===== src/rtl/input_feed_ctrl_if.sv =====
// Control/status bundle between a job requester and input_feed_ctrl.
// Also carries the controller's FSM state so checkers can observe it.
interface input_feed_ctrl_if #(
  parameter int LEN_W  = 8,
  parameter int TILE_W = 8
) ();
  // Handshake: start is a one-cycle request, accepted only while busy=0.
  // read is a strobe with no ready; stall is the only backpressure and
  // gates read in the same cycle. done pulses once per completed job.
  logic              start;
  logic              abort;
  logic              stall;
  logic [TILE_W-1:0] num_tiles;
  logic [LEN_W-1:0]  tile_len;
  logic              read;
  logic              busy;
  logic              done;
  logic              last_read;
  logic [TILE_W-1:0] tile_idx;
  logic [LEN_W-1:0]  row_idx;
  logic [2:0]        fsm_state;

  modport master (
    output start, abort, stall, num_tiles, tile_len,
    input  read, busy, done, last_read, tile_idx, row_idx, fsm_state
  );

  modport slave (
    input  start, abort, stall, num_tiles, tile_len,
    output read, busy, done, last_read, tile_idx, row_idx, fsm_state
  );
endinterface


===== src/rtl/input_feed_ctrl.sv =====
// Sequences row-0 read strobes for a tiled job into the skewed input buffer,
// with inter-tile gaps and a drain period so the skewed valid chain empties.
module input_feed_ctrl #(
   parameter int SYS_ROWS   = 4,
   parameter int LEN_W      = 8,
   parameter int TILE_W     = 8,
   parameter int GAP_CYCLES = 2
) (
   input logic              clk,
   input logic              rst,
   input_feed_ctrl_if.slave bus
);

   typedef enum logic [2:0] {
      IDLE  = 3'd0,
      FEED  = 3'd1,
      GAP   = 3'd2,
      DRAIN = 3'd3,
      DONE  = 3'd4
   } state_t;

   // One down-counter serves both GAP and DRAIN; size it for the larger.
   localparam int CNT_MAX = (GAP_CYCLES > SYS_ROWS) ? GAP_CYCLES : SYS_ROWS;
   localparam int CNT_W   = (CNT_MAX > 1) ? $clog2(CNT_MAX) : 1;

   state_t            state;
   logic [TILE_W-1:0] tiles_q;
   logic [LEN_W-1:0]  len_q;
   logic [TILE_W-1:0] tile_q;
   logic [LEN_W-1:0]  row_q;
   logic [CNT_W-1:0]  cnt;
   logic              busy_q;
   logic              done_q;

   logic read_s;
   logic row_last;
   logic tile_last;

   assign read_s    = (state == FEED) && !bus.stall && !bus.abort;
   assign row_last  = (row_q == len_q - LEN_W'(1));
   assign tile_last = (tile_q == tiles_q - TILE_W'(1));

   assign bus.read      = read_s;
   assign bus.last_read = read_s && row_last && tile_last;
   assign bus.busy      = busy_q;
   assign bus.done      = done_q;
   assign bus.tile_idx  = tile_q;
   assign bus.row_idx   = row_q;
   assign bus.fsm_state = state;

   always_ff @(posedge clk or posedge rst) begin
      if (rst) begin
         state   <= IDLE;
         tiles_q <= '0;
         len_q   <= '0;
         tile_q  <= '0;
         row_q   <= '0;
         cnt     <= '0;
         busy_q  <= 1'b0;
         done_q  <= 1'b0;
      end else if (state != IDLE && bus.abort) begin
         state  <= IDLE;
         busy_q <= 1'b0;
         done_q <= 1'b0;
      end else begin
         done_q <= 1'b0;
         case (state)
            IDLE: begin
               if (bus.start) begin
                  tiles_q <= bus.num_tiles;
                  len_q   <= bus.tile_len;
                  tile_q  <= '0;
                  row_q   <= '0;
                  busy_q  <= 1'b1;
                  // An empty job completes without ever touching the FIFO.
                  if (bus.num_tiles == '0 || bus.tile_len == '0) begin
                     state  <= DONE;
                     done_q <= 1'b1;
                  end else begin
                     state <= FEED;
                  end
               end
            end
            FEED: begin
               if (read_s) begin
                  if (row_last) begin
                     row_q <= '0;
                     if (tile_last) begin
                        if (SYS_ROWS > 1) begin
                           state <= DRAIN;
                           cnt   <= CNT_W'(SYS_ROWS - 2);
                        end else begin
                           state  <= DONE;
                           done_q <= 1'b1;
                        end
                     end else begin
                        tile_q <= tile_q + TILE_W'(1);
                        if (GAP_CYCLES > 0) begin
                           state <= GAP;
                           cnt   <= CNT_W'(GAP_CYCLES - 1);
                        end
                     end
                  end else begin
                     row_q <= row_q + LEN_W'(1);
                  end
               end
            end
            GAP: begin
               if (cnt == '0) state <= FEED;
               else           cnt   <= cnt - CNT_W'(1);
            end
            DRAIN: begin
               if (cnt == '0) begin
                  state  <= DONE;
                  done_q <= 1'b1;
               end else begin
                  cnt <= cnt - CNT_W'(1);
               end
            end
            DONE: begin
               state  <= IDLE;
               busy_q <= 1'b0;
            end
            default: begin
               state  <= IDLE;
               busy_q <= 1'b0;
            end
         endcase
      end
   end

endmodule


===== src/flat_wrapper.sv =====
// flat-port wrapper written by rule: the top's interface ports become plain ports
module input_feed_ctrl_flat 
#(
   parameter int SYS_ROWS   = 4,
   parameter int LEN_W      = 8,
   parameter int TILE_W     = 8,
   parameter int GAP_CYCLES = 2
)
  (clk, rst, bus_start, bus_abort, bus_stall, bus_num_tiles, bus_tile_len, bus_read, bus_busy, bus_done, bus_last_read, bus_tile_idx, bus_row_idx, bus_fsm_state);
  input_feed_ctrl_if #(.LEN_W(LEN_W), .TILE_W(TILE_W)) bus_i ();
  input logic clk;
  input logic rst;
  input wire logic [$bits(bus_i.start)-1:0] bus_start;
  input wire logic [$bits(bus_i.abort)-1:0] bus_abort;
  input wire logic [$bits(bus_i.stall)-1:0] bus_stall;
  input wire logic [$bits(bus_i.num_tiles)-1:0] bus_num_tiles;
  input wire logic [$bits(bus_i.tile_len)-1:0] bus_tile_len;
  output wire logic [$bits(bus_i.read)-1:0] bus_read;
  output wire logic [$bits(bus_i.busy)-1:0] bus_busy;
  output wire logic [$bits(bus_i.done)-1:0] bus_done;
  output wire logic [$bits(bus_i.last_read)-1:0] bus_last_read;
  output wire logic [$bits(bus_i.tile_idx)-1:0] bus_tile_idx;
  output wire logic [$bits(bus_i.row_idx)-1:0] bus_row_idx;
  output wire logic [$bits(bus_i.fsm_state)-1:0] bus_fsm_state;
  assign bus_i.start = bus_start;
  assign bus_i.abort = bus_abort;
  assign bus_i.stall = bus_stall;
  assign bus_i.num_tiles = bus_num_tiles;
  assign bus_i.tile_len = bus_tile_len;
  assign bus_read = bus_i.read;
  assign bus_busy = bus_i.busy;
  assign bus_done = bus_i.done;
  assign bus_last_read = bus_i.last_read;
  assign bus_tile_idx = bus_i.tile_idx;
  assign bus_row_idx = bus_i.row_idx;
  assign bus_fsm_state = bus_i.fsm_state;
  input_feed_ctrl #(.SYS_ROWS(SYS_ROWS), .LEN_W(LEN_W), .TILE_W(TILE_W), .GAP_CYCLES(GAP_CYCLES)) u_core (.clk(clk), .rst(rst), .bus(bus_i));
endmodule

===== config.mk =====
export PLATFORM = sky130hd
export DESIGN_NAME = input_feed_ctrl_flat
export DESIGN_NICKNAME = d
export VERILOG_FILES = /design/src/rtl/input_feed_ctrl_if.sv /design/src/rtl/input_feed_ctrl.sv /design/src/flat_wrapper.sv
export SDC_FILE = /design/constraint.sdc
export NUM_CORES = 1
export LEC_CHECK = 0
export BUFFER_PORTS_ARGS = -buffer_cell sky130_fd_sc_hd__buf_2
export CAP_MARGIN = 40
export CORE_ASPECT_RATIO = 1.2
export CORE_MARGIN = 5
export CORE_UTILIZATION = 45
export CTS_BUF_LIST = sky130_fd_sc_hd__clkbuf_2 sky130_fd_sc_hd__clkbuf_4 sky130_fd_sc_hd__clkbuf_8
export DETAILED_ROUTE_END_ITERATION = 16
export PLACE_DENSITY = 0.67
export SYNTH_ARGS = -nofsm -noshare
export SYNTH_HDL_FRONTEND = slang
export SYNTH_SLANG_ARGS = --single-unit

===== constraint.sdc =====
create_clock -name clk -period 3.35 [get_ports clk]
set_clock_uncertainty 0.05 [all_clocks]
set_input_delay 0.1675 -clock clk [delete_from_list [all_inputs] [get_ports clk]]
set_output_delay 0.1675 -clock clk [all_outputs]
set_load 0.01 [all_outputs]

Word-level counts from Yosys, hierarchy flattened
Index checks and enable logic that the tools add are counted.
{"block": "totals", "register_bits": 39, "in_bits": 21, "output_inout_bits": 23, "word_cells": 83}
{"block": "classes", "addsub": 5, "n_eq_ne": 16, "n_mux": 30, "bitwise": 1, "n_reduce_logical": 23}
{"operator": "$mux 8", "count": 6}
{"operator": "$pmux 8 s2", "count": 2}
{"operator": "$mux 3", "count": 7}
{"operator": "$add 8x1->8 const B", "count": 2}
{"operator": "$eq 8x8->1", "count": 2}
{"operator": "$logic_not 8->1", "count": 2}
{"operator": "$sub 8x1->8 const B", "count": 2}
{"operator": "$pmux 3 s4", "count": 1}
{"operator": "$reduce_and 5->1", "count": 2}
{"operator": "$ne 3x2->1 const B", "count": 3}
{"operator": "$mux 2", "count": 4}
{"operator": "$mux 1", "count": 7}
{"operator": "$eq 3x2->1 const B", "count": 2}
{"operator": "$ne 2x1->1 const B", "count": 3}
{"operator": "$ne 2x2->1 const B", "count": 3}
{"operator": "$ne 3x1->1 const B", "count": 2}
{"operator": "$reduce_and 6->1", "count": 1}
{"operator": "$logic_and 1x1->1", "count": 5}
{"operator": "$pmux 1 s2", "count": 2}
{"operator": "$pmux 2 s2", "count": 1}
{"operator": "$reduce_and 4->1", "count": 1}
{"operator": "$reduce_bool 2->1", "count": 2}
{"operator": "$eq 3x1->1 const B", "count": 1}
{"operator": "$logic_not 3->1", "count": 1}
{"operator": "10 further kinds", "count": 11}

Depth between registers and ports, before layout
Gate-level depths: netlist of the first run.
{"block": "depth", "ltp_word": 7, "ltp_mapped": 10, "ltp_nobuf": 9}

Least setup slack after synthesis of the first run
OpenSTA, ideal clock, no wires.
{"block": "synth_path", "kind": "register to register", "startpoint": "reg u_core.len_q[0]", "endpoint": "reg u_core.cnt[0]", "setup_time_ps": 125, "t_arrival_ps": 2236, "t_required_ps": 3175, "setup_slack_ps": 940, "path_stages_with_launch": 10, "n_path_buf": 0, "synth_period_minus_slack_ps": 2410, "cell_sequence": "dfrtp_1 inv_1 ha_1 nor3b_1 a21oi_1 nor4b_1 o211ai_1 nand2b_1 o31ai_1 mux2_2"}
{"block": "synth_between", "elab_chain_len": 4}
{"item": "from (decl)", "line": "input_feed_ctrl.sv:28", "text": "logic [LEN_W-1:0] len_q;"}
{"item": "from (signal assigned)", "line": "input_feed_ctrl.sv:71", "text": "len_q <= bus.tile_len;"}
{"item": "$sub 8x1->8", "line": "input_feed_ctrl.sv:40", "text": "assign row_last = (row_q == len_q - LEN_W'(1));"}
{"item": "$eq 8x8->1", "line": "input_feed_ctrl.sv:40"}
{"item": "$ne 2x1->1 (no source line)"}
{"item": "$reduce_and 5->1 (no source line)"}
{"item": "to (signal assigned)", "line": "input_feed_ctrl.sv:91", "text": "cnt <= CNT_W'(SYS_ROWS - 2);"}
{"item": "to (signal assigned)", "line": "input_feed_ctrl.sv:100", "text": "cnt <= CNT_W'(GAP_CYCLES - 1);"}
{"item": "to (signal assigned)", "line": "input_feed_ctrl.sv:110", "text": "else cnt <= cnt - CNT_W'(1);"}
{"item": "to (decl)", "line": "input_feed_ctrl.sv:31", "text": "logic [CNT_W-1:0] cnt;"}
Every way passes these cells.
A chain may end at the register's enable or synchronous reset.

Worst setup path in the final report of the first run
{"block": "layout_path", "startpoint": "reg u_core.tiles_q[0]", "endpoint": "out bus_last_read"}
{"block": "layout_between", "elab_chain_len": 3}
{"item": "from (decl)", "line": "input_feed_ctrl.sv:27", "text": "logic [TILE_W-1:0] tiles_q;"}
{"item": "from (signal assigned)", "line": "input_feed_ctrl.sv:70", "text": "tiles_q <= bus.num_tiles;"}
{"item": "$sub 8x1->8", "line": "input_feed_ctrl.sv:41", "text": "assign tile_last = (tile_q == tiles_q - TILE_W'(1));"}
{"item": "$eq 8x8->1", "line": "input_feed_ctrl.sv:41"}
{"item": "$logic_and 1x1->1", "line": "input_feed_ctrl.sv:44", "text": "assign bus.last_read = read_s && row_last && tile_last;"}
{"item": "to (decl)", "line": "flat_wrapper.sv:21", "text": "output wire logic [$bits(bus_i.last_read)-1:0] bus_last_read;"}
Every way passes these cells.

==> insert_results.sql, run 1 <==
INSERT INTO impl_metrics (metric_group, metric, value, unit) VALUES
('min_path', 'hold_path.class', 'primary input to flop', ''),
('floorplan', 'design.die.area', '0.00674', 'mm^2'),
('yosys', 'synth-edff-count', '0', ''),
('timing', 'final.min_clock_period', '2.85', 'ns'),
('pwr', 'p_leak', '1.28', 'nW'),
('clocking', 'max-clock-path-buffers', '2', ''),
('setup_path', 'worst-path-max-fanout', '6', ''),
('place', 'dp.cells', '362', ''),
('yosys', 'yosysTopAreaCell', 'sky130_fd_sc_hd__dfrtp_1', ''),
('grt', 'antenna_violations_before_repair', '0', ''),
('yosys', 'synth_xor_xnor_area_share', '9.37', '%'),
('flow_run', 'drv.max_cap_violation_count', '0', ''),
('yosys', 'synth_cell_count_leaders', 'sky130_fd_sc_hd__nand2_1 (61), sky130_fd_sc_hd__dfrtp_1 (39), sky130_fd_sc_hd__nor2_1 (17), sky130_fd_sc_hd__xnor2_1 (15), sky130_fd_sc_hd__xor2_1 (10)', ''),
('finish', 'syn_to_final_growth', '16.6', '%'),
('yosys', 'mappedNetlistNets', '293', ''),
('yosys', 'synthAdderAreaFrac', '2.68', '%'),
('clocking', 'cts_setup_buffers', '0', ''),
('finish', 'nFillCells', '477', ''),
('yosys', 'synth.most_common_cell', 'sky130_fd_sc_hd__nand2_1', ''),
('grt', 'first_pass_grt_wire_length', '9.31', 'mm'),
('yosys', 'synth_sequential_area_ratio', '41.8', '%'),
('timing', 'max_freq', '0.351', 'GHz'),
('detailed_routing', 'wire_per_inst', '14.5', 'um'),
('yosys', 'synth_seq_cells', '39', ''),
('detailed_routing', 'dr_total_vias', '1991', ''),
('grt', 'vias_in_the_first_global_route', '1955', ''),
('yosys', 'mappedNetlistArea', '0.00234', 'mm^2'),
('detailed_routing', 'total_wirelength_of_the_detailed_routed_design', '5.37', 'mm'),
('floorplan', 'io-pin-count', '44', ''),
('yosys', 'post_synthesis_compound_gate_area_fraction', '12.8', '%'),
('yosys', 'synth.lib_cells_used.distinct', '53', ''),
('timing', 'setup_viol', '0', ''),
('finish', 'number_of_nets_in_the_finished_design', '336', ''),
('clocking', 'worstSkewPairLatency', '0.29', 'ns'),
('clocking', 'clk_root_buffer_cell', 'sky130_fd_sc_hd__clkbuf_8', ''),
('pwr', 'power.ir.vdd_worst', '0.000254', 'V'),
('grt', 'grt_usage', '17.9', '%'),
('setup_path', 'worstRegToRegCells', '9', ''),
('setup_path', 'path_class', 'flop to output port', ''),
('detailed_routing', 'drt_iter0_drc', '103', ''),
('min_path', 'hold_depth', '3', ''),
('place', 'gp_routability_congestion', '0.809', ''),
('grt', 'grt_start_max_net_pins', '40', ''),
('finish', 'layout.core_utilization', '54.8', '%'),
('setup_path', 'cp_data_required_time', '3.13', 'ns'),
('timing', 'final.period_utilization', '85.1', '%'),
('yosys', 'synth-simple-area-share', '28.2', '%'),
('timing', 'worst_pin_slew', '0.705', 'ns'),
('yosys', 'synth-async-reset-ratio', '100', '%'),
('finish', 'post_route_insts_no_fill', '371', ''),
('floorplan', 'die_y', '88.9', 'um'),
('clocking', 'cts.sinks', '39', ''),
('yosys', 'mux_cell_area_share_after_synthesis', '1.82', '%'),
('detailed_routing', 'detail_route.first_pass.iterations', '4', ''),
('detailed_routing', 'ant_nets', '0', ''),
('clocking', 'cts_buffers', '5', ''),
('run_status', 'run_status', 'finished, final reports clean', ''),
('timing', 'slew-limit-headroom', '52.8', '%'),
('clocking', 'cts-htree-levels', '2', ''),
('yosys', 'dominantRegCellSynth', 'sky130_fd_sc_hd__dfrtp_1', ''),
('clocking', 'ctsResizeCount', '0', ''),
('yosys', 'synth_top_cell_area_share', '41.8', '%'),
('setup_path', 'end_kind', 'output port', ''),
('detailed_routing', 'remaining_drc_errors', '0', ''),
('timing', 'rsz0062_at_grt', 'false', ''),
('floorplan', 'die_w', '75.8', 'um'),
('grt', 'globalRouteOverflowTotal', '0', ''),
('timing', 'report.final.slew_viol_count', '0', ''),
('place', 'portBuffers', '43', ''),
('pwr', 'power_density', '574', 'mW/mm^2'),
('floorplan', 'initial_core_util', '47.0', '%');
power breakdown:
part           switching, mW  internal (mW)  leakage (nW)
Clock                  0.169          0.241        0.0612
Combinational          0.257          0.221         0.706
Sequential             0.123          0.552         0.510
layer usage:
metal	GRT usage (%)	vias to the layer above	part of all wire, %
li1	-	1011	-
met1	23.5	927	46
met2	29.2	46	47
met3	3.71	7	5.6
met4	5.72	0	1.3
met5	0	-	0
cells in the final DEF (no fill, tap or decap), drive strengths merged, types with 3 or more instances in the layout:
| cell | netlist | routed |
|---|---|---|
| o21ai | 12 | 12 |
| nand3 | 9 | 9 |
| nand4 | 6 | 6 |
| xnor2 | 15 | 15 |
| nor4b | 3 | 3 |
| and2 | 4 | 4 |
| nor4 | 7 | 7 |
| buf | 2 | 45 |
| clkbuf | 8 | 6 |
| inv | 9 | 9 |
| xor2 | 10 | 10 |
| nor3 | 7 | 7 |
| nor2b | 3 | 3 |
| ha | 5 | 5 |
| a21oi | 9 | 9 |
| nor2 | 17 | 17 |
| nand2 | 61 | 61 |
| dfrtp | 39 | 39 |
| nand2b | 5 | 5 |
worst max-delay path, stage by stage (launching register included):
cell and delay [ns]:
sky130_fd_sc_hd__dfrtp_1 0.43, sky130_fd_sc_hd__inv_1 0.09, sky130_fd_sc_hd__ha_1 0.22, sky130_fd_sc_hd__or3b_1 0.39
sky130_fd_sc_hd__nor3_1 0.19, sky130_fd_sc_hd__xnor2_1 0.14, sky130_fd_sc_hd__a2111oi_4 0.57, sky130_fd_sc_hd__nor2b_1 0.19
sky130_fd_sc_hd__buf_2 0.13
per-stage QoR:
| stage | total power [mW] | instance area [um^2] | hold slack [ns] | worst slack [ns] |
|---|---|---|---|---|
| after global placement | 1.15 | 2600 | 0.269 | 0.668 |
| after CTS | 1.58 | 2720 | 0.0295 | 0.468 |
| final | 1.56 | 2720 | 0.0408 | 0.500 |
| after floorplan | 1.03 | 2340 | 0.223 | 0.940 |
| after global routing | 1.68 | 2720 | 0.0413 | 0.234 |
| after detailed placement | 1.16 | 2600 | 0.272 | 0.577 |
cell families after synthesis:
group                    after synthesis
XOR/XNOR                              25
adder cells (fa/ha/maj)                5
flip-flops                            39
multiplexers                           4
AO/OA/AOI/OAI                         41
buffers and inverters                 19
AND/OR/NAND/NOR                      134
state kept, by name (all words and copies together) (netlist names):
name	cells
u_core.bus.busy	1
u_core.bus.done	1
u_core.bus.fsm_state	3
u_core.bus.row_idx	8
u_core.bus.tile_idx	8
u_core.cnt	2
u_core.len_q	8
u_core.tiles_q	8
area by class of cell:
class | instances | area share, %
Multi-Input combinational cell | 209 | 47.0
Inverter | 9 | 1.24
Sequential cell | 39 | 35.8
Clock inverter | 2 | 1.29
Tap cell | 60 | 2.76
Clock buffer | 6 | 3.03
Timing Repair Buffer | 46 | 8.82
final timing paths:
| kind | startpoint | end | slack (ns) |
|---|---|---|---|
| worst min register to register | u_core.cnt[1] | u_core.cnt[1] | 0.44 |
| worst max-delay path | u_core.tiles_q[0] | bus_last_read | 0.50 |
| worst max register to register | u_core.len_q[0] | u_core.bus.tile_idx[4] | 0.57 |
| min in group asynchronous | rst | u_core.bus.done | 0.48 |
| worst min-delay path | bus_num_tiles[5] | u_core.tiles_q[5] | 0.04 |
| max in group asynchronous | rst | u_core.len_q[2] | 2.40 |
(Power assumes the default switching activity.)
==> inputs of run 2 (changes only) <==
- GPL_TIMING_DRIVEN: default -> 0
==> insert_results.sql, run 2 (synthesis results as in run 1) <==
INSERT INTO impl_metrics (metric_group, metric, value, unit) VALUES
('pwr', 'p_leak', '1.29', 'nW'),
('detailed_routing', 'detail_route.first_pass.iterations', '4', ''),
('setup_path', 'startpoint_type', 'flop', ''),
('timing', 'setup_viol', '0', ''),
('clocking', 'cts-htree-levels', '2', ''),
('timing', 'slew-limit-headroom', '51.0', '%'),
('grt', 'globalRouteOverflowTotal', '0', ''),
('finish', 'most_common_library_cell_in_the_layout_ignoring_fill_and_taps', 'sky130_fd_sc_hd__nand2_1', ''),
('detailed_routing', 'total_wirelength_of_the_detailed_routed_design', '5.29', 'mm'),
('floorplan', 'placeableCoreArea', '0.00497', 'mm^2'),
('finish', 'number_of_nets_in_the_finished_design', '345', ''),
('clocking', 'cts_setup_buffers', '0', ''),
('finish', 'antennaDiodeCount', '0', ''),
('setup_path', 'timing.rr.start', 'u_core.len_q[0]', ''),
('place', 'dp.cells', '371', ''),
('grt', 'grt_usage', '17.7', '%'),
('detailed_routing', 'remaining_drc_errors', '0', ''),
('clocking', 'cts.clk_slew.worst_paths', '0.08', 'ns'),
('min_path', 'hold_path.class', 'primary input to flop', ''),
('clocking', 'cts_tree', 'built', ''),
('floorplan', 'initial_core_util', '47.0', '%'),
('flow_run', 'drv.max_cap_violation_count', '0', ''),
('grt', 'first_pass_grt_wire_length', '9.18', 'mm'),
('detailed_routing', 'ant_nets', '0', ''),
('finish', 'drive_gt1_share', '18.8', '%'),
('timing', 'max_freq', '0.354', 'GHz'),
('clocking', 'cts_buffers', '5', ''),
('timing', 'final.period_utilization', '84.2', '%'),
('setup_path', 'path_class', 'flop to output port', ''),
('grt', 'vias_in_the_first_global_route', '1965', ''),
('timing', 'report.final.slew_viol_count', '0', ''),
('run_status', 'run_status', 'finished, final reports clean', ''),
('grt', 'antenna_violations_before_repair', '0', ''),
('detailed_routing', 'dr_total_vias', '2031', ''),
('min_path', 'min-delay-start', 'bus_tile_len[3]', ''),
('floorplan', 'design.die.area', '0.00674', 'mm^2'),
('finish', 'mostFrequentLayoutCells', 'sky130_fd_sc_hd__nand2_1 (61), sky130_fd_sc_hd__buf_2 (43), sky130_fd_sc_hd__dfrtp_1 (39)', ''),
('pwr', 'power.ir.vdd_worst', '0.000279', 'V'),
('finish', 'syn_to_final_growth', '18.7', '%'),
('place', 'placement.cell_area', '0.00265', 'mm^2'),
('detailed_routing', 'drt_iter0_drc', '104', ''),
('clocking', 'max-clock-path-buffers', '2', ''),
('setup_path', 'worst-path-max-fanout', '6', ''),
('setup_path', 'reg2reg_slack', '0.57', 'ns'),
('timing', 'hold_viol', '0', ''),
('place', 'hpwl', '4.03', 'mm'),
('grt', 'grt_start_max_net_pins', '28', ''),
('timing', 'worst_pin_slew', '0.731', 'ns'),
('floorplan', 'die_w', '75.8', 'um'),
('timing', 'rsz0062_at_grt', 'false', ''),
('timing', 'final.min_clock_period', '2.82', 'ns'),
('finish', 'layout.cell_area.non_filler', '0.00277', 'mm^2'),
('clocking', 'worstSkewPairLatency', '0.29', 'ns'),
('place', 'gp_routability_congestion', '0.755', ''),
('setup_path', 'worst_path_max_delay_cell', 'sky130_fd_sc_hd__dfrtp_1', ''),
('floorplan', 'core.rowCount', '28', ''),
('clocking', 'clk_root_buffer_cell', 'sky130_fd_sc_hd__clkbuf_8', ''),
('timing', 'final.setup.tns', '0', 'ns'),
('setup_path', 'slowest_delay', '0.43', 'ns'),
('floorplan', 'io-pin-count', '44', ''),
('pwr', 'power_density', '565', 'mW/mm^2'),
('place', 'portBuffers', '43', ''),
('setup_path', 'cp_cell_sequence', 'inv_1 > ha_1 > nor3b_1 > a21oi_1 > nor4b_1 > o211ai_1 > nand2b_1 > nor2b_1 > buf_2', ''),
('setup_path', 'cp_data_required_time', '3.13', 'ns'),
('clocking', 'cts.sinks', '39', ''),
('setup_path', 'cp_data_arrival_time', '2.60', 'ns'),
('finish', 'post_route_insts_no_fill', '380', ''),
('setup_path', 'critical_path.startpoint', 'u_core.len_q[0]', ''),
('detailed_routing', 'drt-vias-per-instance', '5.34', ''),
('floorplan', 'die_y', '88.9', 'um'),
('setup_path', 'end_kind', 'output port', ''),
('detailed_routing', 'wire_per_inst', '13.9', 'um');
[run 2: cell types whose count changed in the layout (fill, tap and decap cells not counted)]
cell / delta
sky130_fd_sc_hd__buf_6: +1
sky130_fd_sc_hd__clkbuf_1: +8
sky130_fd_sc_hd__buf_1: +1
sky130_fd_sc_hd__inv_2: +1
sky130_fd_sc_hd__buf_4: -2
sky130_fd_sc_hd__buf_12: +1
sky130_fd_sc_hd__inv_1: -1
[run 2: per-layer routing]
metal | vias up | routed length, um | global-route usage (%)
met5 | - | 0 | 0
met1 | 944 | 2510 | 25.2
met4 | 0 | 71 | 5.25
met3 | 6 | 295 | 3.94
li1 | 1030 | - | -
met2 | 51 | 2410 | 26.7
[run 2: cell type report]
type | count | area (um^2)
multi-input cells | 209 | 1280
clock buffers | 6 | 82.6
inverters | 9 | 33.8
plain buffers | 10 | 45.0
flip-flops and latches | 39 | 976
well taps | 60 | 75.1
clock inverters | 2 | 35.0
fillers | 488 | 2200
repair buffers | 45 | 245
[run 2: final timing paths]
path	end	cells past startpoint
hold / removal	u_core.len_q[3]	3
min in group asynchronous	u_core.bus.tile_idx[2]	3
max in group asynchronous	u_core.bus.tile_idx[0]	4
setup / recovery	bus_last_read	9
hold reg to reg	u_core.cnt[1]	1
setup reg to reg	u_core.bus.row_idx[2]	8
[run 2: power breakdown]
group | switching (mW) | total, mW | internal (mW)
clock network | 0.173 | 0.414 | 0.241
registers | 0.102 | 0.654 | 0.552
logic | 0.273 | 0.499 | 0.226
total | 0.548 | 1.57 | 1.02
[run 2: worst max-delay path: cells and delay by family (launching register included)]
family,cells,cell delay [ns]
AND/OR/NAND/NOR,4,0.99
AO/OA/AOI/OAI,2,0.44
flip-flops,1,0.43
buffers and inverters,2,0.24
adder cells (fa/ha/maj),1,0.22
[run 2: metrics by stage]
stage | setup WS [ns] | hold slack (ns) | util (%) | power, mW
after CTS | 0.495 | 0.0199 | 55.8 | 1.59
final | 0.528 | 0.0256 | 55.8 | 1.57
after detailed placement | 0.558 | 0.0855 | 53.2 | 1.17
after global placement | 0.575 | 0.326 | 52.8 | 1.15
after floorplan | 0.940 | 0.223 | - | 1.03
after global routing | 0.241 | 0.0200 | 55.8 | 1.69
[run 2: what timing repair did]
action | in CTS | in global routing
resized for setup | 0 | 0
hold buffers | 1 | 0
hold endpoints to repair | 12 | 0
